### config.mk
export PLATFORM = sky130hd
export DESIGN_NAME = uart_rx
export DESIGN_NICKNAME = d
export VERILOG_FILES = /design/src/rtl/uart_rx.sv
export SDC_FILE = /design/constraint.sdc
export NUM_CORES = 1
export LEC_CHECK = 0
export ABC_AREA = 1
export BUFFER_PORTS_ARGS = -buffer_cell sky130_fd_sc_hd__buf_2
export CAP_MARGIN = 25
export CORE_MARGIN = 2
export CORE_UTILIZATION = 40
export DETAILED_ROUTE_END_ITERATION = 10
export PLACE_DENSITY_LB_ADDON = 0.3
export RECOVER_POWER = 25
export SLEW_MARGIN = 20
export SYNTH_ARGS = -nofsm -noshare
export SYNTH_HDL_FRONTEND = slang
export SYNTH_SLANG_ARGS = --single-unit
### constraint.sdc
create_clock -name clk -period 2.2 [get_ports clk]
set_input_delay 0.11 -clock clk [delete_from_list [all_inputs] [get_ports clk]]
set_output_delay 0.11 -clock clk [all_outputs]
set_load 0.01 [all_outputs]
### src/rtl/uart_rx.sv
// 16x-oversampled UART receiver (8N1) with a valid/ready byte output.
// Define UART_RX_PARITY_EN to add a parity bit (PARITY_ODD selects odd parity) and the parity_err pulse.
module uart_rx #(
    parameter int CLK_HZ     = 50000000,
    parameter int BAUD       = 115200,
    parameter int OVERSAMPLE = 16
`ifdef UART_RX_PARITY_EN
    ,
    parameter bit PARITY_ODD = 1'b0
`endif
) (
    input  logic       clk,
    input  logic       rst_n,
    input  logic       rx,
    output logic [7:0] data,
    output logic       valid,
    input  logic       ready,
    output logic       frame_err,
    output logic       overrun,
    output logic       busy
`ifdef UART_RX_PARITY_EN
    ,
    output logic       parity_err
`endif
);

    localparam int DIV   = CLK_HZ / (BAUD * OVERSAMPLE);
    localparam int DIV_W = (DIV > 1) ? $clog2(DIV) : 1;
    localparam int OS_W  = $clog2(OVERSAMPLE);
    localparam int HALF  = OVERSAMPLE / 2;

    typedef enum logic [2:0] {
        S_IDLE,
        S_START,
        S_DATA,
`ifdef UART_RX_PARITY_EN
        S_PARITY,
`endif
        S_STOP,
        S_BREAK
    } state_t;

    state_t            state_q, state_d;
    logic [1:0]        sync_q, sync_d;
    logic [DIV_W-1:0]  tick_cnt_q, tick_cnt_d;
    logic [OS_W-1:0]   samp_cnt_q, samp_cnt_d;
    logic [2:0]        bit_idx_q, bit_idx_d;
    logic [7:0]        shift_q, shift_d;
    logic [7:0]        data_q, data_d;
    logic              valid_q, valid_d;
    logic              frame_err_q, frame_err_d;
    logic              overrun_q, overrun_d;
`ifdef UART_RX_PARITY_EN
    logic              par_bit_q, par_bit_d;
    logic              parity_err_q, parity_err_d;
`endif

    logic rx_s;
    logic tick;
    logic samp_last;
    logic complete;

    assign rx_s = sync_q[1];

    always_comb begin
        sync_d       = {sync_q[0], rx};
        state_d      = state_q;
        tick_cnt_d   = tick_cnt_q;
        samp_cnt_d   = samp_cnt_q;
        bit_idx_d    = bit_idx_q;
        shift_d      = shift_q;
        data_d       = data_q;
        valid_d      = valid_q;
        frame_err_d  = 1'b0;
        overrun_d    = 1'b0;
`ifdef UART_RX_PARITY_EN
        par_bit_d    = par_bit_q;
        parity_err_d = 1'b0;
`endif
        tick         = 1'b0;
        complete     = 1'b0;
        samp_last    = (samp_cnt_q == OS_W'(OVERSAMPLE - 1));

        // Holding the divider at zero in IDLE phase-aligns sampling to the start edge.
        if (state_q == S_IDLE) begin
            tick_cnt_d = '0;
        end else if (tick_cnt_q == DIV_W'(DIV - 1)) begin
            tick_cnt_d = '0;
            tick       = 1'b1;
        end else begin
            tick_cnt_d = tick_cnt_q + 1'b1;
        end

        case (state_q)
            S_IDLE: begin
                samp_cnt_d = '0;
                if (!rx_s) begin
                    state_d = S_START;
                end
            end
            S_START: begin
                if (tick) begin
                    if (samp_cnt_q == OS_W'(HALF - 1)) begin
                        samp_cnt_d = '0;
                        bit_idx_d  = 3'd0;
                        state_d    = rx_s ? S_IDLE : S_DATA;
                    end else begin
                        samp_cnt_d = samp_cnt_q + 1'b1;
                    end
                end
            end
            S_DATA: begin
                if (tick) begin
                    if (samp_last) begin
                        samp_cnt_d         = '0;
                        shift_d[bit_idx_q] = rx_s;
                        bit_idx_d          = bit_idx_q + 3'd1;
                        if (bit_idx_q == 3'd7) begin
`ifdef UART_RX_PARITY_EN
                            state_d = S_PARITY;
`else
                            state_d = S_STOP;
`endif
                        end
                    end else begin
                        samp_cnt_d = samp_cnt_q + 1'b1;
                    end
                end
            end
`ifdef UART_RX_PARITY_EN
            S_PARITY: begin
                if (tick) begin
                    if (samp_last) begin
                        samp_cnt_d = '0;
                        par_bit_d  = rx_s;
                        state_d    = S_STOP;
                    end else begin
                        samp_cnt_d = samp_cnt_q + 1'b1;
                    end
                end
            end
`endif
            S_STOP: begin
                if (tick) begin
                    if (samp_last) begin
                        samp_cnt_d = '0;
                        if (!rx_s) begin
                            // A bad stop bit outranks a parity error on the same frame.
                            frame_err_d = 1'b1;
                            state_d     = S_BREAK;
                        end else begin
                            state_d = S_IDLE;
`ifdef UART_RX_PARITY_EN
                            if ((^shift_q ^ par_bit_q) != PARITY_ODD) begin
                                parity_err_d = 1'b1;
                            end else begin
                                complete = 1'b1;
                            end
`else
                            complete = 1'b1;
`endif
                        end
                    end else begin
                        samp_cnt_d = samp_cnt_q + 1'b1;
                    end
                end
            end
            S_BREAK: begin
                if (rx_s) begin
                    state_d = S_IDLE;
                end
            end
            default: begin
                state_d = S_IDLE;
            end
        endcase

        if (complete) begin
            if (!valid_q || ready) begin
                data_d  = shift_q;
                valid_d = 1'b1;
            end else begin
                overrun_d = 1'b1;
            end
        end else if (valid_q && ready) begin
            valid_d = 1'b0;
        end
    end

    always_ff @(posedge clk or negedge rst_n) begin
        if (!rst_n) begin
            state_q      <= S_IDLE;
            sync_q       <= 2'b11;
            tick_cnt_q   <= '0;
            samp_cnt_q   <= '0;
            bit_idx_q    <= 3'd0;
            shift_q      <= 8'h00;
            data_q       <= 8'h00;
            valid_q      <= 1'b0;
            frame_err_q  <= 1'b0;
            overrun_q    <= 1'b0;
`ifdef UART_RX_PARITY_EN
            par_bit_q    <= 1'b0;
            parity_err_q <= 1'b0;
`endif
        end else begin
            state_q      <= state_d;
            sync_q       <= sync_d;
            tick_cnt_q   <= tick_cnt_d;
            samp_cnt_q   <= samp_cnt_d;
            bit_idx_q    <= bit_idx_d;
            shift_q      <= shift_d;
            data_q       <= data_d;
            valid_q      <= valid_d;
            frame_err_q  <= frame_err_d;
            overrun_q    <= overrun_d;
`ifdef UART_RX_PARITY_EN
            par_bit_q    <= par_bit_d;
            parity_err_q <= parity_err_d;
`endif
        end
    end

    assign data       = data_q;
    assign valid      = valid_q;
    assign frame_err  = frame_err_q;
    assign overrun    = overrun_q;
    assign busy       = (state_q != S_IDLE);
`ifdef UART_RX_PARITY_EN
    assign parity_err = parity_err_q;
`endif

endmodule

==> impl.org <==
** Clock network
- Root buffer cell :: clkbuf_8
- Worst-Skew Late Latency :: 290 ps
- The H-tree was split into 2 levels.
- Counting along the longest clock path gives a buffer depth of 2.
- Num Clock Sinks :: 36
- CTS Buf Count :: 5
- The number of setup buffers added after CTS is 0.
- Clock transition at path regs :: 70 ps
- TritonCTS built the clock tree.

** Power
- Per report_power, the sequential group accounts for 52.8% of the total.
- Portion of total power attributed to the clock network :: 45.6%
- Switching fraction of total power :: 20.6%
- Summed over all nets, the switching power comes to 0.260 mW.
- Leakage :: 0.993 nW
- Power density relative to cell area :: 626 mW/mm2
- In this run, the combinational gates consume 1.5% of the power.
- The internal portion of the total power is 1.00 mW.
- Peak supply drop :: 0.338 mV
- Post-layout power :: 1.27 mW

** Timing
- The final max-slew violation count came to 0.
- The clock arrives with 4.63 ps of skew.
- Crit path time final :: 1580 ps
- Setup violations remaining at the end of the flow were counted as 0.
- Summed over all failing endpoints, the final setup total negative slack is 0 ps.
- Setup repair after global routing left no endpoint under its margin.
- The final critical path takes up 71.9% of the cycle.
- For the pin with the worst max-slew slack, the measured transition is 877 ps.
- The worst pin sits at a relative slew slack of 41.5%.
- The hold violation count in the final report is 0.
- Derived from the worst setup path, the maximum achievable clock frequency is 632 MHz.

** Global routing
- After global routing the overflow that remains totals 0.
- Overall routing resource usage :: 14.9%
- Global-route wire length before repair :: 5930 um
- Number of global-route vias before repair :: 1,371
- Largest net degree at the start of global routing :: 37
- The initial antenna violation count was 0.

** Hold path
- The path class of the tightest hold or removal check is reg2reg.

** Setup path
- Cell with the largest stage delay on the worst path :: dfrtp_1
- Arrival time at the worst endpoint :: 1760 ps
- The worst setup path is launched from a register.
- The worst setup path is of the reg2reg kind.
- Data required time at the worst endpoint :: 2380 ps
- Kind of cell with the highest combined delay on the critical path :: simple AND/OR/NAND/NOR gates
- Ordered list of cells on the worst path :: inv_1, ha_1, nand2_1, nor2_2, nand3_4, nor2_4, nand2_1, nand2_1, nand2_1
- Worst stage delay on the critical path :: 410 ps
- Together, buffers and inverters on the worst path number 1.
- Kind of capture point of the worst setup path :: register
- Maximum fanout along the worst path :: 8
- The cell that appears most often on the critical path is nand2_1.

** Die
- Pin placement for this block handled 16 I/O pins.
- Die boundary width :: 70.6 um
- Die span in y :: 70.6 um
- The die covers 0.00498 mm2.
- Row count :: 24
- Once the floorplan was initialized, standard cells occupied 41.0% of the core.
- Core footprint :: 0.00432 mm2

** Logic synthesis
- Largest family of logic cells by synthesized area :: simple AND/OR/NAND/NOR gates
- Netlist cell types :: 24
- During synthesis, Yosys emitted a total of 0 warnings.
- Measured against the total synthesized area, the mux share comes to 0%.
- Synthesized area :: 0.00177 mm2
- Proportion of synthesized chip area in sequential cells :: 51.0%
- Of the total synthesized cell area, the portion taken by AND, OR, NAND and NOR gates is 34.5%.
- The synthesized netlist devotes 3.53% of its cell area to adder and majority cells.
- Synthesized area per cell :: 8.36 um2
- When the netlist entered floorplanning its net count stood at 221.
- Compound-Gate Fraction of Synth Area :: 4.94%
- Of the total synthesized cell area, the portion taken by XOR and XNOR cells is 1.48%.
- The synthesized design contains 36 register bits.
- Cell count after synthesis :: 212

** Run
- Max-capacitance violation count :: 0

** Route
- The detailed router placed 1,364 vias in this run.
- Post-route ant nets :: 0
- After detailed routing, the total wire length is 3140 um.
- After detailed routing, the number of vias per cell comes to 4.75.
- For this run, the detailed router's first-pass iteration total came to 4.
- Post-detailed-route wirelength per cell :: 10.9 um
- Initial drt markers :: 77
- DRC violation count after routing :: 0

** Cells and area
- Compared with the post-synthesis result, the final layout area differs by 14.1%.
- Fill cells in the final layout number 437.
- Share of cells above drive strength 1 :: 13.2%
- Post-layout util :: 46.7%
- Fin nets :: 243
- Antenna diodes :: 0
- Summing all non-filler instances in the final layout gives an area of 0.00202 mm2.

** Outcome
- The run finished with clean final reports.

** Placed design
- Cell area after placement :: 0.00190 mm2
- Buffers placed on the I/O ports in this run total 15.
- The wire-length estimate of the detail-placed layout is 2190 um.
- At the end of routability-driven placement, the weighted congestion stood at 0.848.
-- kinds of logic after synthesis --
logic type / after synthesis
AND/OR/NAND/NOR: 131
flip-flops: 36
XOR/XNOR: 3
adder cells (fa/ha/maj): 5
buffers and inverters: 21
AO/OA/AOI/OAI: 16
-- stage by stage --
step	hold slack, ps	worst slack, ps	std cells
after floorplan	-186	754	212
after global placement	216	643	277
after detailed placement	216	598	277
after CTS	358	591	287
after global routing	360	408	287
final	357	619	287
-- timing repair --
| action | CTS | global route |
|---|---|---|
| hold endpoints to repair | 35 | 0 |
| gates resized for setup | 0 | 0 |
| hold buffers | 2 | 0 |
| endpoints found under the setup margin | 0 | 0 |
-- cell usage after synthesis (all sizes together) --
| library cell | count | area, um2 |
|---|---|---|
| nor2 | 26 | 141 |
| a21oi | 2 | 10.0 |
| buf | 1 | 5.00 |
| o21bai | 2 | 15.0 |
| nand2 | 72 | 293 |
| xor2 | 2 | 17.5 |
| xnor2 | 1 | 8.76 |
| clkbuf | 1 | 3.75 |
| inv | 19 | 71.3 |
| dfrtp | 34 | 851 |
| o21ai | 11 | 55.1 |
| dfstp | 2 | 52.6 |
| ha | 5 | 62.6 |
| nand3 | 29 | 158 |
| o21a | 1 | 7.51 |
| nor3 | 4 | 20.0 |
-- flip-flops by register name, indices dropped and copies added, names as in the netlist, 2 cells and up --
register and flops:
bit_idx_q 3, data 8, samp_cnt_q 4, shift_q 8, state_q 3, sync_q 2
tick_cnt_q 5
-- routing by layer --
layer / up-vias / track usage, % / wire length [um]
met2: 23 / 23.3 / 1370
li1: 720 / - / -
met4: 0 / 6.92 / 65
met5: - / 0 / 0
met1: 615 / 19.5 / 1570
met3: 6 / 3.85 / 129
-- placed cells by master (no fill, tap or decap) --
master         synthesis  layout
a21oi_1                2       2
buf_2                  1       3
bufinv_16              0       1
clkbuf_1               1      11
clkbuf_2               0       1
clkbuf_8               0       5
clkinv_2               0       1
clkinvlp_4             0       1
dfrtp_1               34      34
dfstp_2                2       2
dlygate4sd3_1          0       2
ha_1                   5       5
inv_1                 16      16
inv_2                  3       3
nand2_1               67      67
nand2_2                3       3
nand2_4                2       2
nand3_1               28      28
nand3_4                1       1
nor2_1                18      18
nor2_2                 5       5
nor2_4                 2       2
nor2_8                 1       1
nor3_1                 4       4
o21a_1                 1       1
o21ai_0                7       7
o21ai_1                4       4
o21bai_1               2       2
xnor2_1                1       1
xor2_1                 2       2
-- area by class of cell --
cell class                      count  area (um2)  area share, %
Clock buffer                        5        68.8           3.41
Tap cell                           52        65.1           3.22
Timing Repair Buffer               17        81.3           4.02
Inverter                           19        71.3           3.53
Multi-Input combinational cell    155         788           39.0
Sequential cell                    36         903           44.7
Clock inverter                      3        42.5           2.11
-- power groups by stage --
stage / Clock [mW] / Combinational, mW / Sequential, mW
floorplan: 0 / 0.00430 / 0.678
global placement: 0 / 0.0180 / 0.681
detailed placement: 0 / 0.0184 / 0.681
CTS: 0.599 / 0.0210 / 0.668
global route: 0.624 / 0.0239 / 0.669
finish: 0.578 / 0.0193 / 0.668
-- final timing paths --
check                         startpoint            end  slack [ps]  cells after the start
max reg2reg                tick_cnt_q[0]     shift_q[0]         620                      9
min reg2reg                    sync_q[0]      sync_q[1]         360                      0
max                        tick_cnt_q[0]     shift_q[0]         620                      9
min                            sync_q[0]      sync_q[1]         360                      0
max in group asynchronous          rst_n      frame_err        1180                      2
min in group asynchronous          rst_n  samp_cnt_q[0]         460                      2
No activity file was read; power rests on OpenSTA's default activity.
